### src/rtl/fpna_cfg_scheduler.sv
// fpna_cfg_scheduler
// Byte-stream command decoder that configures and sequences an FPNA neuron
// array. A header byte in IDLE selects NOP, LOAD (write CFG_BYTES bytes into
// one cell) or RUN (sweep a step strobe across every cell 1..64 times).
// All strobes and address/data outputs are registered; step and cfg_ready
// follow directly from the state register.
module fpna_cfg_scheduler #(
  parameter int NCELLS    = 8,
  parameter int CFG_BYTES = 4,
  localparam int CW = $clog2(NCELLS),
  localparam int AW = (CFG_BYTES > 1) ? $clog2(CFG_BYTES) : 1
) (
  input  logic          clk,
  input  logic          rst,
  input  logic [7:0]    cfg_data,
  input  logic          cfg_valid,
  output logic          cfg_ready,
  output logic [CW-1:0] cell_sel,
  output logic [AW-1:0] cfg_addr,
  output logic [7:0]    cfg_wdata,
  output logic          cfg_we,
  output logic          step,
  output logic          busy,
  output logic          done,
  output logic          err
);

  typedef enum logic [1:0] {
    ST_IDLE = 2'd0,
    ST_LOAD = 2'd1,
    ST_RUN  = 2'd2
  } state_t;

  typedef enum logic [1:0] {
    OP_NOP  = 2'b00,
    OP_LOAD = 2'b01,
    OP_RUN  = 2'b10,
    OP_ILL  = 2'b11
  } opcode_t;

  localparam logic [AW-1:0] LAST_IDX  = AW'(CFG_BYTES - 1);
  localparam logic [CW-1:0] LAST_CELL = CW'(NCELLS - 1);

  state_t        state_q,     state_d;
  logic [CW-1:0] cell_q,      cell_d;       // cell latched by a LOAD header
  logic [AW-1:0] idx_q,       idx_d;        // next byte index within the cell
  logic [5:0]    sweeps_m1_q, sweeps_m1_d;  // requested sweeps minus one
  logic [5:0]    sweep_cnt_q, sweep_cnt_d;  // sweeps completed in this RUN
  logic [CW-1:0] cell_sel_q,  cell_sel_d;
  logic [AW-1:0] cfg_addr_q,  cfg_addr_d;
  logic [7:0]    cfg_wdata_q, cfg_wdata_d;
  logic          cfg_we_q,    cfg_we_d;
  logic          done_q,      done_d;
  logic          err_q,       err_d;

  logic    accept;
  opcode_t opcode;

  assign cfg_ready = (state_q != ST_RUN);
  assign accept    = cfg_valid & cfg_ready;
  assign opcode    = opcode_t'(cfg_data[7:6]);

  // Next-state and next-output logic for the IDLE/LOAD/RUN sequencer.
  always_comb begin
    // NOTE: every signal gets a default before the case so no path leaves it
    // unassigned, which would otherwise infer a latch.
    state_d     = state_q;
    cell_d      = cell_q;
    idx_d       = idx_q;
    sweeps_m1_d = sweeps_m1_q;
    sweep_cnt_d = sweep_cnt_q;
    cell_sel_d  = cell_sel_q;
    cfg_addr_d  = cfg_addr_q;
    cfg_wdata_d = cfg_wdata_q;
    cfg_we_d    = 1'b0;
    done_d      = 1'b0;
    err_d       = err_q;

    unique case (state_q)
      ST_IDLE: begin
        if (accept) begin
          unique case (opcode)
            OP_LOAD: begin
              cell_d  = cfg_data[CW-1:0];
              idx_d   = '0;
              state_d = ST_LOAD;
            end
            OP_RUN: begin
              sweeps_m1_d = cfg_data[5:0];
              sweep_cnt_d = '0;
              // First step is driven on the very next cycle, so cell 0 is
              // selected at the same edge that enters RUN.
              cell_sel_d  = '0;
              state_d     = ST_RUN;
            end
            OP_ILL:  err_d = 1'b1;
            default: ;  // NOP: nothing happens
          endcase
        end
      end

      ST_LOAD: begin
        if (accept) begin
          cfg_we_d    = 1'b1;
          cfg_wdata_d = cfg_data;
          cfg_addr_d  = idx_q;
          cell_sel_d  = cell_q;
          if (idx_q == LAST_IDX) begin
            // Back to IDLE now so a header can be taken during the trailing
            // write cycle.
            idx_d   = '0;
            state_d = ST_IDLE;
          end else begin
            idx_d = idx_q + 1'b1;
          end
        end
      end

      ST_RUN: begin
        if (cell_sel_q == LAST_CELL) begin
          if (sweep_cnt_q == sweeps_m1_q) begin
            // Last step of the last sweep: cell_sel holds its final value.
            done_d  = 1'b1;
            state_d = ST_IDLE;
          end else begin
            sweep_cnt_d = sweep_cnt_q + 1'b1;
            cell_sel_d  = '0;
          end
        end else begin
          cell_sel_d = cell_sel_q + 1'b1;
        end
      end

      default: state_d = ST_IDLE;
    endcase
  end

  // State and output registers with synchronous reset that beats any transfer.
  always_ff @(posedge clk) begin
    // NOTE: sequential state uses non-blocking assignments so every flop
    // samples the pre-edge values of the others.
    if (rst) begin
      state_q     <= ST_IDLE;
      cell_q      <= '0;
      idx_q       <= '0;
      sweeps_m1_q <= '0;
      sweep_cnt_q <= '0;
      cell_sel_q  <= '0;
      cfg_addr_q  <= '0;
      cfg_wdata_q <= '0;
      cfg_we_q    <= 1'b0;
      done_q      <= 1'b0;
      err_q       <= 1'b0;
    end else begin
      state_q     <= state_d;
      cell_q      <= cell_d;
      idx_q       <= idx_d;
      sweeps_m1_q <= sweeps_m1_d;
      sweep_cnt_q <= sweep_cnt_d;
      cell_sel_q  <= cell_sel_d;
      cfg_addr_q  <= cfg_addr_d;
      cfg_wdata_q <= cfg_wdata_d;
      cfg_we_q    <= cfg_we_d;
      done_q      <= done_d;
      err_q       <= err_d;
    end
  end

  assign step      = (state_q == ST_RUN);
  assign busy      = (state_q != ST_IDLE) | cfg_we_q;
  assign cell_sel  = cell_sel_q;
  assign cfg_addr  = cfg_addr_q;
  assign cfg_wdata = cfg_wdata_q;
  assign cfg_we    = cfg_we_q;
  assign done      = done_q;
  assign err       = err_q;

endmodule

### config.mk
export PLATFORM = sky130hd
export DESIGN_NAME = fpna_cfg_scheduler
export DESIGN_NICKNAME = d
export VERILOG_FILES = /design/src/rtl/fpna_cfg_scheduler.sv
export SDC_FILE = /design/constraint.sdc
export NUM_CORES = 1
export LEC_CHECK = 0
export ABC_AREA = 0
export BUFFER_PORTS_ARGS = -buffer_cell sky130_fd_sc_hd__clkbuf_2
export CORE_MARGIN = 1.5
export CORE_UTILIZATION = 45
export DETAILED_ROUTE_END_ITERATION = 12
export PLACE_DENSITY_LB_ADDON = 0.08
export SLEW_MARGIN = 10
export SYNTH_ARGS = -nofsm -noshare
export SYNTH_HDL_FRONTEND = slang
export SYNTH_SLANG_ARGS = --single-unit
### constraint.sdc
create_clock -name clk -period 2.75 [get_ports clk]
set_input_delay 0.275 -clock clk [delete_from_list [all_inputs] [get_ports clk]]
set_output_delay 0.275 -clock clk [all_outputs]
set_load 0.05 [all_outputs]
Word-level counts from Yosys, hierarchy flattened --
Cells that the tools add are included. W data, S select, Z words.
Word-level totals: logic and storage cells 78, output and inout port bits 19, register bits 35, bits of input ports 11
Cells by class: bitwise logic cells 5, equal/unequal tests 19, reductions and logical operators 15, add/sub/neg operators 3, muxes and demuxes 25
Operator list (count):
- $mux W6 | 4
- $mux W2 | 9
- $mux W3 | 5
- $pmux W6 S2 | 1
- $ne A2 B2 Y1 const B | 5
- $reduce_and A5 Y1 | 2
- $pmux W3 S3 | 1
- $reduce_and A3 Y1 | 3
- $eq A2 B2 Y1 const B | 4
- $ne A2 B1 Y1 const B | 4
- $pmux W2 S2 | 2
- $add A6 B1 Y6 const B | 1
- $eq A6 B6 Y1 | 1
- $pmux W2 S3 | 1
- $reduce_and A6 Y1 | 1
- $reduce_bool A2 Y1 | 3
- $eq A2 B1 Y1 const B | 2
- $reduce_and A4 Y1 | 1
- $add A3 B1 Y3 const B | 1
- $eq A3 B3 Y1 const B | 1
- $ne A3 B1 Y1 const B | 1
- $ne A3 B3 Y1 const B | 1
- $not A1 Y1 | 3
- $reduce_bool A3 Y1 | 1
- other kinds (8) | 9

Longest topological paths before layout --
Gate-level depths: netlist (run 1).
depth after elaboration 4, mapped depth 8, mapped depth without buffers 7

Worst setup path after synthesis (run 1) --
Ideal clock, no wire load.
kind register to register, start register state_q[0], end register cell_sel_q[0] (netlist: cell_sel[0]), path buffers 0, cell stages (with the launch flop) 8, path slack 0.723 ns, data arrival time 1.957 ns, cells stage by stage dfxtp_1 > inv_1 > ha_1 > nand2b_1 > a221oi_2 > o31ai_2 > or3b_1 > a21oi_1
RTL lines:
- start: declaration | RTL line 44 | state_t state_q, state_d;
- start signal: assignment | RTL line 155 | state_q <= state_d;
- $eq A2 B2 Y1 (*)
- named net step | RTL line 22 | output logic step,
- $ne A3 B3 Y1 (no source line) / $reduce_bool A3 Y1 (equally long branches)
- $reduce_and A5 Y1 (no source line)
- end signal: assignment | RTL line 160 | cell_sel_q <= cell_sel_d;
- end: declaration | RTL line 49 | logic [CW-1:0] cell_sel_q, cell_sel_d;
The timed path passes the listed nets; every way through them passes the cells marked *. A chain may end at the register's enable or synchronous reset.

Worst setup path after layout (run 1) --
start register state_q[0], end register sweep_cnt_q[5]
On the way: longest elaborated chain between the ends 4
RTL lines:
- $ne A2 B2 Y1 | RTL line 59 | assign cfg_ready = (state_q != ST_RUN);
- $and A1 B1 Y1 | RTL line 60 | assign accept = cfg_valid & cfg_ready;
- $ne A2 B2 Y1 (no source line)
- $reduce_and A5 Y1 (no source line)
- end signal: assignment | RTL line 159 | sweep_cnt_q <= sweep_cnt_d;
- end: declaration | RTL line 48 | logic [5:0] sweep_cnt_q, sweep_cnt_d;
Several ways; a longest one is shown, not always the timed one.

==> results.json, run 1 <==
{
  "status": "finished, final reports clean",
  "async_flop_share": 0,
  "setup.worst_path.class": "reg -> reg",
  "avgViaCountPerCell": 5.37,
  "cp_max_fo": 13,
  "min-delay-path-class": "in -> reg",
  "post_synth_inst_count": 205,
  "synth_adder_area_share": 0.0577,
  "synth_edf_count": 0,
  "cts.htree.levels": 2,
  "hold_ws_ns": 0.218,
  "tritoncts.num_buffers": 5,
  "start_kind": "register",
  "worst_flop_to_flop_path_endpoint": "sweep_cnt_q[5]$_SDFFE_PP0P_",
  "setup_ws_ns": 0.592,
  "tns_ns": 0,
  "antenna-diode-count": 0,
  "synth_top_flop_cell": "sky130_fd_sc_hd__dfxtp_1",
  "placedCellCount": 272,
  "rsz0062_at_grt": "false",
  "drt_drc_violations_left": 0,
  "hold_path.startpoint": "cfg_data[3]",
  "total_grt_overflow": 0,
  "post_synthesis_compound_gate_area_fraction": 0.209,
  "gp_congestion": 0.815,
  "max_freq_mhz": 463,
  "pwr_density_cell_nw_per_um2": 656,
  "non_filler_instances": 280,
  "die_boundary_height_um": 65.1,
  "yosys-mux-area-fraction": 0.0180,
  "layout.nets": 250,
  "synth_warnings": 0,
  "fillers": 368,
  "clock_tree.buffer_depth": 2,
  "firstDrtPassIters": 4,
  "timing.critical_path.cells": "inv_1 -> ha_1 -> nand3b_1 -> o22ai_1 -> o32ai_1 -> o21ai_0 -> o31ai_1",
  "drv_cap": 0,
  "synth_seq_cells": 35,
  "post_cts_resized": 0,
  "global_route_wire_length_before_repair_mm": 6.60,
  "worst_setup_hold_path_clk_slew_ns": 0.08,
  "vdd.ir_drop.worst_uv": 352,
  "initial_core_util": 0.470,
  "area.growth.synth_to_final_pct": 12.0,
  "post-cts-setup-buffer-count": 0,
  "slowest_cell_on_the_critical_path": "sky130_fd_sc_hd__nand3b_1",
  "finalInstanceArea_sq_um": 1940,
  "cts_root_buffer": "sky130_fd_sc_hd__clkbuf_8",
  "synth.cell_area_sq_um": 1740,
  "yosys.cell_types.count": 44,
  "layout_worst_path_cycle_share": 0.785,
  "grt_start_max_net_pins": 36,
  "ios": 30,
  "die-area_sq_um": 4240,
  "routed-via-count": 1504,
  "reg2reg_slack_ns": 0.59,
  "finalClockSkew_ns": 0.00953,
  "timing.critical_path.arrival_ns": 2.33,
  "worst_skew_pair.late_latency_ns": 0.29,
  "yosysTopAreaCell": "sky130_fd_sc_hd__dfxtp_1",
  "simple_gate_share_of_the_synthesized_area": 0.216,
  "worst-r2r-cell-count": 7,
  "yosys.area.top_type_share": 0.404,
  "final_setup_violating_endpoints": 0,
  "worst_slew_pin_slew_ns": 0.694,
  "timing.hold.worst_endpoint": "sweeps_m1_q[3]$_SDFFE_PP0P_",
  "r2r-start": "state_q[0]$_SDFFE_PP0P_",
  "pre_cts_slack_ns": 0.646,
  "cts_hold_repair.buffers": 0,
  "p_leak_nw": 0.747,
  "clkSinkCount": 35,
  "die_width_um": 65.1,
  "average_cell_area_after_synthesis_sq_um": 8.47,
  "yosys.area_share.xor_xnor": 0.0303,
  "total_power_mw": 1.28,
  "detail-route-antenna-nets": 0,
  "proportion_of_synthesized_chip_area_in_sequential_cells": 0.404,
  "dpl_cell_area_sq_um": 1850,
  "vias_in_the_first_global_route": 1425,
  "detail_route.iter0.violations": 108,
  "placement_rows": 22,
  "syn_nets": 224,
  "timing.critical_path.to_type": "register",
  "globalRouteTotalUtil": 0.201,
  "placement.io_buffers": 29,
  "placeableCoreArea_sq_um": 3690,
  "cts_tree": "yes",
  "holdPathStages": 3,
  "finalHoldViolCount": 0,
  "post-dp-hpwl_mm": 2.74,
  "post_synth_main_area_contributors": "sky130_fd_sc_hd__dfxtp_1, sky130_fd_sc_hd__nand2_1, sky130_fd_sc_hd__a21oi_1",
  "dominant_combinational_cell_family_by_area_after_synthesis": "simple AND/OR/NAND/NOR gates",
  "layout_common_cells": "sky130_fd_sc_hd__nand2_1, sky130_fd_sc_hd__dfxtp_1, sky130_fd_sc_hd__clkbuf_2, sky130_fd_sc_hd__a21oi_1, sky130_fd_sc_hd__o21ai_0",
  "final_layout_size_suffix_gt1_frac": 0.190,
  "timing.slew.headroom": 0.537,
  "detail_route.wirelength_mm": 3.79,
  "worst_path_largest_cell_delay_ns": 0.43,
  "final_period_minus_worst_setup_slack_ns": 2.16,
  "post_drt_wl_per_cell_um": 13.5,
  "finalMaxSlewViolations": 0,
  "crit_required_ns": 2.92,
  "grt_antenna_before_repair": 0,
  "final_core_util": 0.527,
  "layout_commonest_cell": "sky130_fd_sc_hd__nand2_1"
}
## worst max-delay path: cells and delay by family (launching register included)
kind | cells | cell delay, ns
fa+ha+maj | 1 | 0.34
buf+inv | 1 | 0.09
compound gates | 4 | 0.77
simple gates | 1 | 0.43
flops | 1 | 0.41
## worst max path at each step
| stage | from | to | slack (ns) | cells after the start |
|---|---|---|---|---|
| finish | state_q[0]$_SDFFE_PP0P_ | sweep_cnt_q[5]$_SDFFE_PP0P_ | 0.59 | 7 |
| global route | state_q[0]$_SDFFE_PP0P_ | sweep_cnt_q[5]$_SDFFE_PP0P_ | 0.33 | 7 |
| CTS | state_q[0]$_SDFFE_PP0P_ | sweep_cnt_q[5]$_SDFFE_PP0P_ | 0.60 | 7 |
| detailed placement | state_q[0]$_SDFFE_PP0P_ | sweep_cnt_q[5]$_SDFFE_PP0P_ | 0.65 | 7 |
| global placement | state_q[0]$_SDFFE_PP0P_ | sweep_cnt_q[5]$_SDFFE_PP0P_ | 0.75 | 7 |
| floorplan | state_q[0]$_SDFFE_PP0P_ | cell_sel[0]$_SDFFE_PP0P_ | 0.72 | 7 |
## final cells by class
class                      count  area (sq um)  share of cell area
clock buffer                   5          68.8              0.0354
inverter                       5          18.8             0.00966
tap                           48          60.1              0.0309
multi-input combinational    154           922               0.475
timing repair buffer          30           153              0.0786
clock inverter                 3          20.0              0.0103
sequential                    35           701               0.361
## where the power goes
part,leakage [nW],total [mW],switching [mW],internal (mW)
Clock,0.0402,0.370,0.194,0.176
Combinational,0.424,0.356,0.246,0.110
Sequential,0.283,0.548,0.0183,0.530
Total,0.747,1.28,0.458,0.817
## cell families after synthesis
logic type      count (synthesis)
flops                          35
xor+xnor                        6
simple gates                   78
buf+inv                        16
fa+ha+maj                       8
mux                             3
compound gates                 59
## synth_stat cells (2+ instances only)
library cell	instances
sky130_fd_sc_hd__and3_1	2
sky130_fd_sc_hd__o31ai_1	2
sky130_fd_sc_hd__or3b_1	3
sky130_fd_sc_hd__a22oi_1	3
sky130_fd_sc_hd__clkbuf_1	6
sky130_fd_sc_hd__nand2b_1	5
sky130_fd_sc_hd__nand2_1	41
sky130_fd_sc_hd__dfxtp_1	35
sky130_fd_sc_hd__nor3_1	2
sky130_fd_sc_hd__o21ai_0	15
sky130_fd_sc_hd__nand3_1	3
sky130_fd_sc_hd__xnor2_1	6
sky130_fd_sc_hd__dlygate4sd1_1	2
sky130_fd_sc_hd__nor2_1	10
sky130_fd_sc_hd__ha_1	8
sky130_fd_sc_hd__a21oi_1	25
sky130_fd_sc_hd__inv_1	5
sky130_fd_sc_hd__o211ai_1	3
sky130_fd_sc_hd__mux2i_1	2
sky130_fd_sc_hd__nor2b_1	3
## flip-flops by register name (all words and copies together), names as in the netlist
register	cells
sweeps_m1_q	6
cell_sel	3
cell_q	3
cfg_we	1
sweep_cnt_q	6
state_q	2
done	1
cfg_addr	2
cfg_wdata	8
idx_q	2
err	1
## metal layers
| layer | share of wire | GRT usage | vias to the layer above |
|---|---|---|---|
| li1 | - | - | 768 |
| met1 | 0.50 | 0.266 | 694 |
| met2 | 0.44 | 0.316 | 34 |
| met3 | 0.047 | 0.0531 | 8 |
| met4 | 0.015 | 0.0703 | 0 |
| met5 | 0 | 0 | - |
No activity file was read; power rests on OpenSTA's default activity.
==> run 2: changes to the inputs <==
Clock period 2.75 ns to 2 ns, I/O delays scaled along.
==> results.json, run 2 (synthesis results as in run 1) <==
{
  "status": "finished, final reports clean",
  "finalHoldViolCount": 0,
  "timing.slew.headroom": 0.684,
  "layout_common_cells": "sky130_fd_sc_hd__nand2_1, sky130_fd_sc_hd__dfxtp_1, sky130_fd_sc_hd__clkbuf_2, sky130_fd_sc_hd__a21oi_1, sky130_fd_sc_hd__o21ai_0",
  "dpl_cell_area_sq_um": 1880,
  "antenna-diode-count": 0,
  "firstDrtPassIters": 4,
  "post_drt_wl_per_cell_um": 13.4,
  "slowest_cell_on_the_critical_path": "sky130_fd_sc_hd__or3b_1",
  "finalMaxSlewViolations": 0,
  "power_switching_mw": 0.626,
  "cts.htree.levels": 2,
  "worst_skew_pair.late_latency_ns": 0.29,
  "placement.io_buffers": 29,
  "global_route_wire_length_before_repair_mm": 6.45,
  "start_kind": "register",
  "cts_hold_repair.buffers": 0,
  "layout_worst_path_cycle_share": 0.944,
  "avgViaCountPerCell": 5.33,
  "cts_root_buffer": "sky130_fd_sc_hd__clkbuf_8",
  "gp_congestion": 0.831,
  "globalRouteTotalUtil": 0.198,
  "timing.critical_path.to_type": "register",
  "detail_route.iter0.violations": 63,
  "cts_tree": "yes",
  "timing.critical_path.arrival_ns": 2.11,
  "power.share.clock": 0.344,
  "non_filler_instances": 283,
  "finalInstanceArea_sq_um": 2000,
  "placedCellCount": 275,
  "detail-route-antenna-nets": 0,
  "final_setup_violating_endpoints": 0,
  "tns_ns": 0,
  "combinationalPowerShare": 0.265,
  "initial_core_util": 0.470,
  "die_width_um": 65.1,
  "post-cts-setup-buffer-count": 0,
  "cp_max_fo": 6,
  "final_layout_size_suffix_gt1_frac": 0.213,
  "holdPathStages": 3,
  "layout.nets": 253,
  "grt_start_max_net_pins": 22,
  "placement_rows": 22,
  "max_freq_mhz": 530,
  "final_period_minus_worst_setup_slack_ns": 1.89,
  "p_leak_nw": 0.781,
  "detail_route.wirelength_mm": 3.78,
  "r2r-start": "state_q[0]$_SDFFE_PP0P_",
  "routed-via-count": 1507,
  "worst-r2r-cell-count": 7,
  "post-dp-hpwl_mm": 2.75,
  "total_grt_overflow": 0,
  "drv_cap": 0,
  "cp_num_cells": 7,
  "layout_commonest_cell": "sky130_fd_sc_hd__nand2_1",
  "multiInputGateArea_sq_um": 927,
  "ios": 30,
  "pwr_density_cell_nw_per_um2": 965,
  "area.growth.synth_to_final_pct": 15.3,
  "critPathTopFamily": "simple AND/OR/NAND/NOR gates",
  "internal-power_mw": 1.30,
  "tritoncts.num_buffers": 5,
  "timing.critical_path.cells": "inv_1 -> ha_2 -> nand4bb_1 -> a221oi_2 -> o31ai_2 -> or3b_1 -> a21oi_1",
  "worst_setup_path_startpoint": "state_q[0]$_SDFFE_PP0P_",
  "worst_path_largest_cell_delay_ns": 0.38,
  "largest_register_ff_count": 8,
  "post_cts_resized": 0,
  "worst_slew_pin_slew_ns": 0.472,
  "grt_antenna_before_repair": 0,
  "vdd.ir_drop.worst_uv": 510,
  "crit_required_ns": 2.22,
  "die-area_sq_um": 4240,
  "worst_setup_hold_path_clk_slew_ns": 0.08,
  "min-delay-path-class": "in -> reg",
  "die_boundary_height_um": 65.1,
  "hold_path.startpoint": "cfg_data[4]",
  "finalClockSkew_ns": 0.00689,
  "clock_tree.buffer_depth": 2,
  "rsz0062_at_grt": "false",
  "sw_frac": 0.325,
  "fillers": 366,
  "sequentialPowerShare": 0.391,
  "setup.worst_path.class": "reg -> reg",
  "vias_in_the_first_global_route": 1430,
  "placeableCoreArea_sq_um": 3690,
  "sequential_cell_area_sq_um": 702,
  "drt_drc_violations_left": 0,
  "cp_num_buf_inv": 1,
  "clkSinkCount": 35
}
run 2: changes by cell type in the layout (fill, tap and decap cells not counted):
cell | before | now
sky130_fd_sc_hd__dfxtp_2 | 0 | 1
sky130_fd_sc_hd__dfxtp_1 | 35 | 34
sky130_fd_sc_hd__clkbuf_8 | 5 | 6
sky130_fd_sc_hd__clkinvlp_4 | 2 | 0
sky130_fd_sc_hd__ha_2 | 0 | 2
sky130_fd_sc_hd__ha_1 | 8 | 6
sky130_fd_sc_hd__buf_4 | 1 | 4
sky130_fd_sc_hd__bufinv_16 | 0 | 1
run 2: worst min-delay path: stages:
cell                       delay, ns
sky130_fd_sc_hd__clkbuf_2       0.09
sky130_fd_sc_hd__nand2_1        0.05
sky130_fd_sc_hd__a21oi_1        0.05
run 2: path summary, 6_finish.rpt:
kind                               endpoint  slack [ns]
setup / recovery   cell_sel[0]$_SDFFE_PP0P_        0.11
hold / removal    cfg_wdata[4]$_SDFFE_PP0P_        0.15
setup reg to reg   cell_sel[0]$_SDFFE_PP0P_        0.11
hold reg to reg   cfg_wdata[6]$_SDFFE_PP0P_        0.46
run 2: per-stage QoR:
stage	worst slack, ns	utilization	total power [mW]	hold slack, ns
finish	0.112	0.542	1.93	0.147
global placement	0.190	0.509	1.26	0.444
floorplan	0.133	-	1.18	0.336
CTS	0.0614	0.541	1.94	0.138
detailed placement	0.0945	0.509	1.27	0.445
global route	0.0234	0.542	2.02	0.145
run 2: layout make-up:
type / instances / share of cell area
Timing Repair Buffer: 33 / 0.0876
Multi-Input combinational cell: 154 / 0.463
Clock inverter: 2 / 0.0175
Tap cell: 48 / 0.0300
Clock buffer: 6 / 0.0413
Inverter: 5 / 0.00938
Sequential cell: 35 / 0.351
run 2: power by group through the flow:
stage | Clock [mW] | Sequential, mW | Combinational, mW
5_1_grt | 0.702 | 0.760 | 0.553
3_3_place_gp | 0 | 0.768 | 0.495
4_1_cts | 0.685 | 0.755 | 0.504
3_5_place_dp | 0 | 0.771 | 0.500
6_report | 0.664 | 0.755 | 0.511
2_1_floorplan | 0 | 0.809 | 0.374
run 2: routing by layer:
| metal | wire length (um) | track usage |
|---|---|---|
| met1 | 1890 | 0.252 |
| met2 | 1680 | 0.318 |
| met3 | 172 | 0.0548 |
| met4 | 46 | 0.0807 |
| met5 | 0 | 0 |
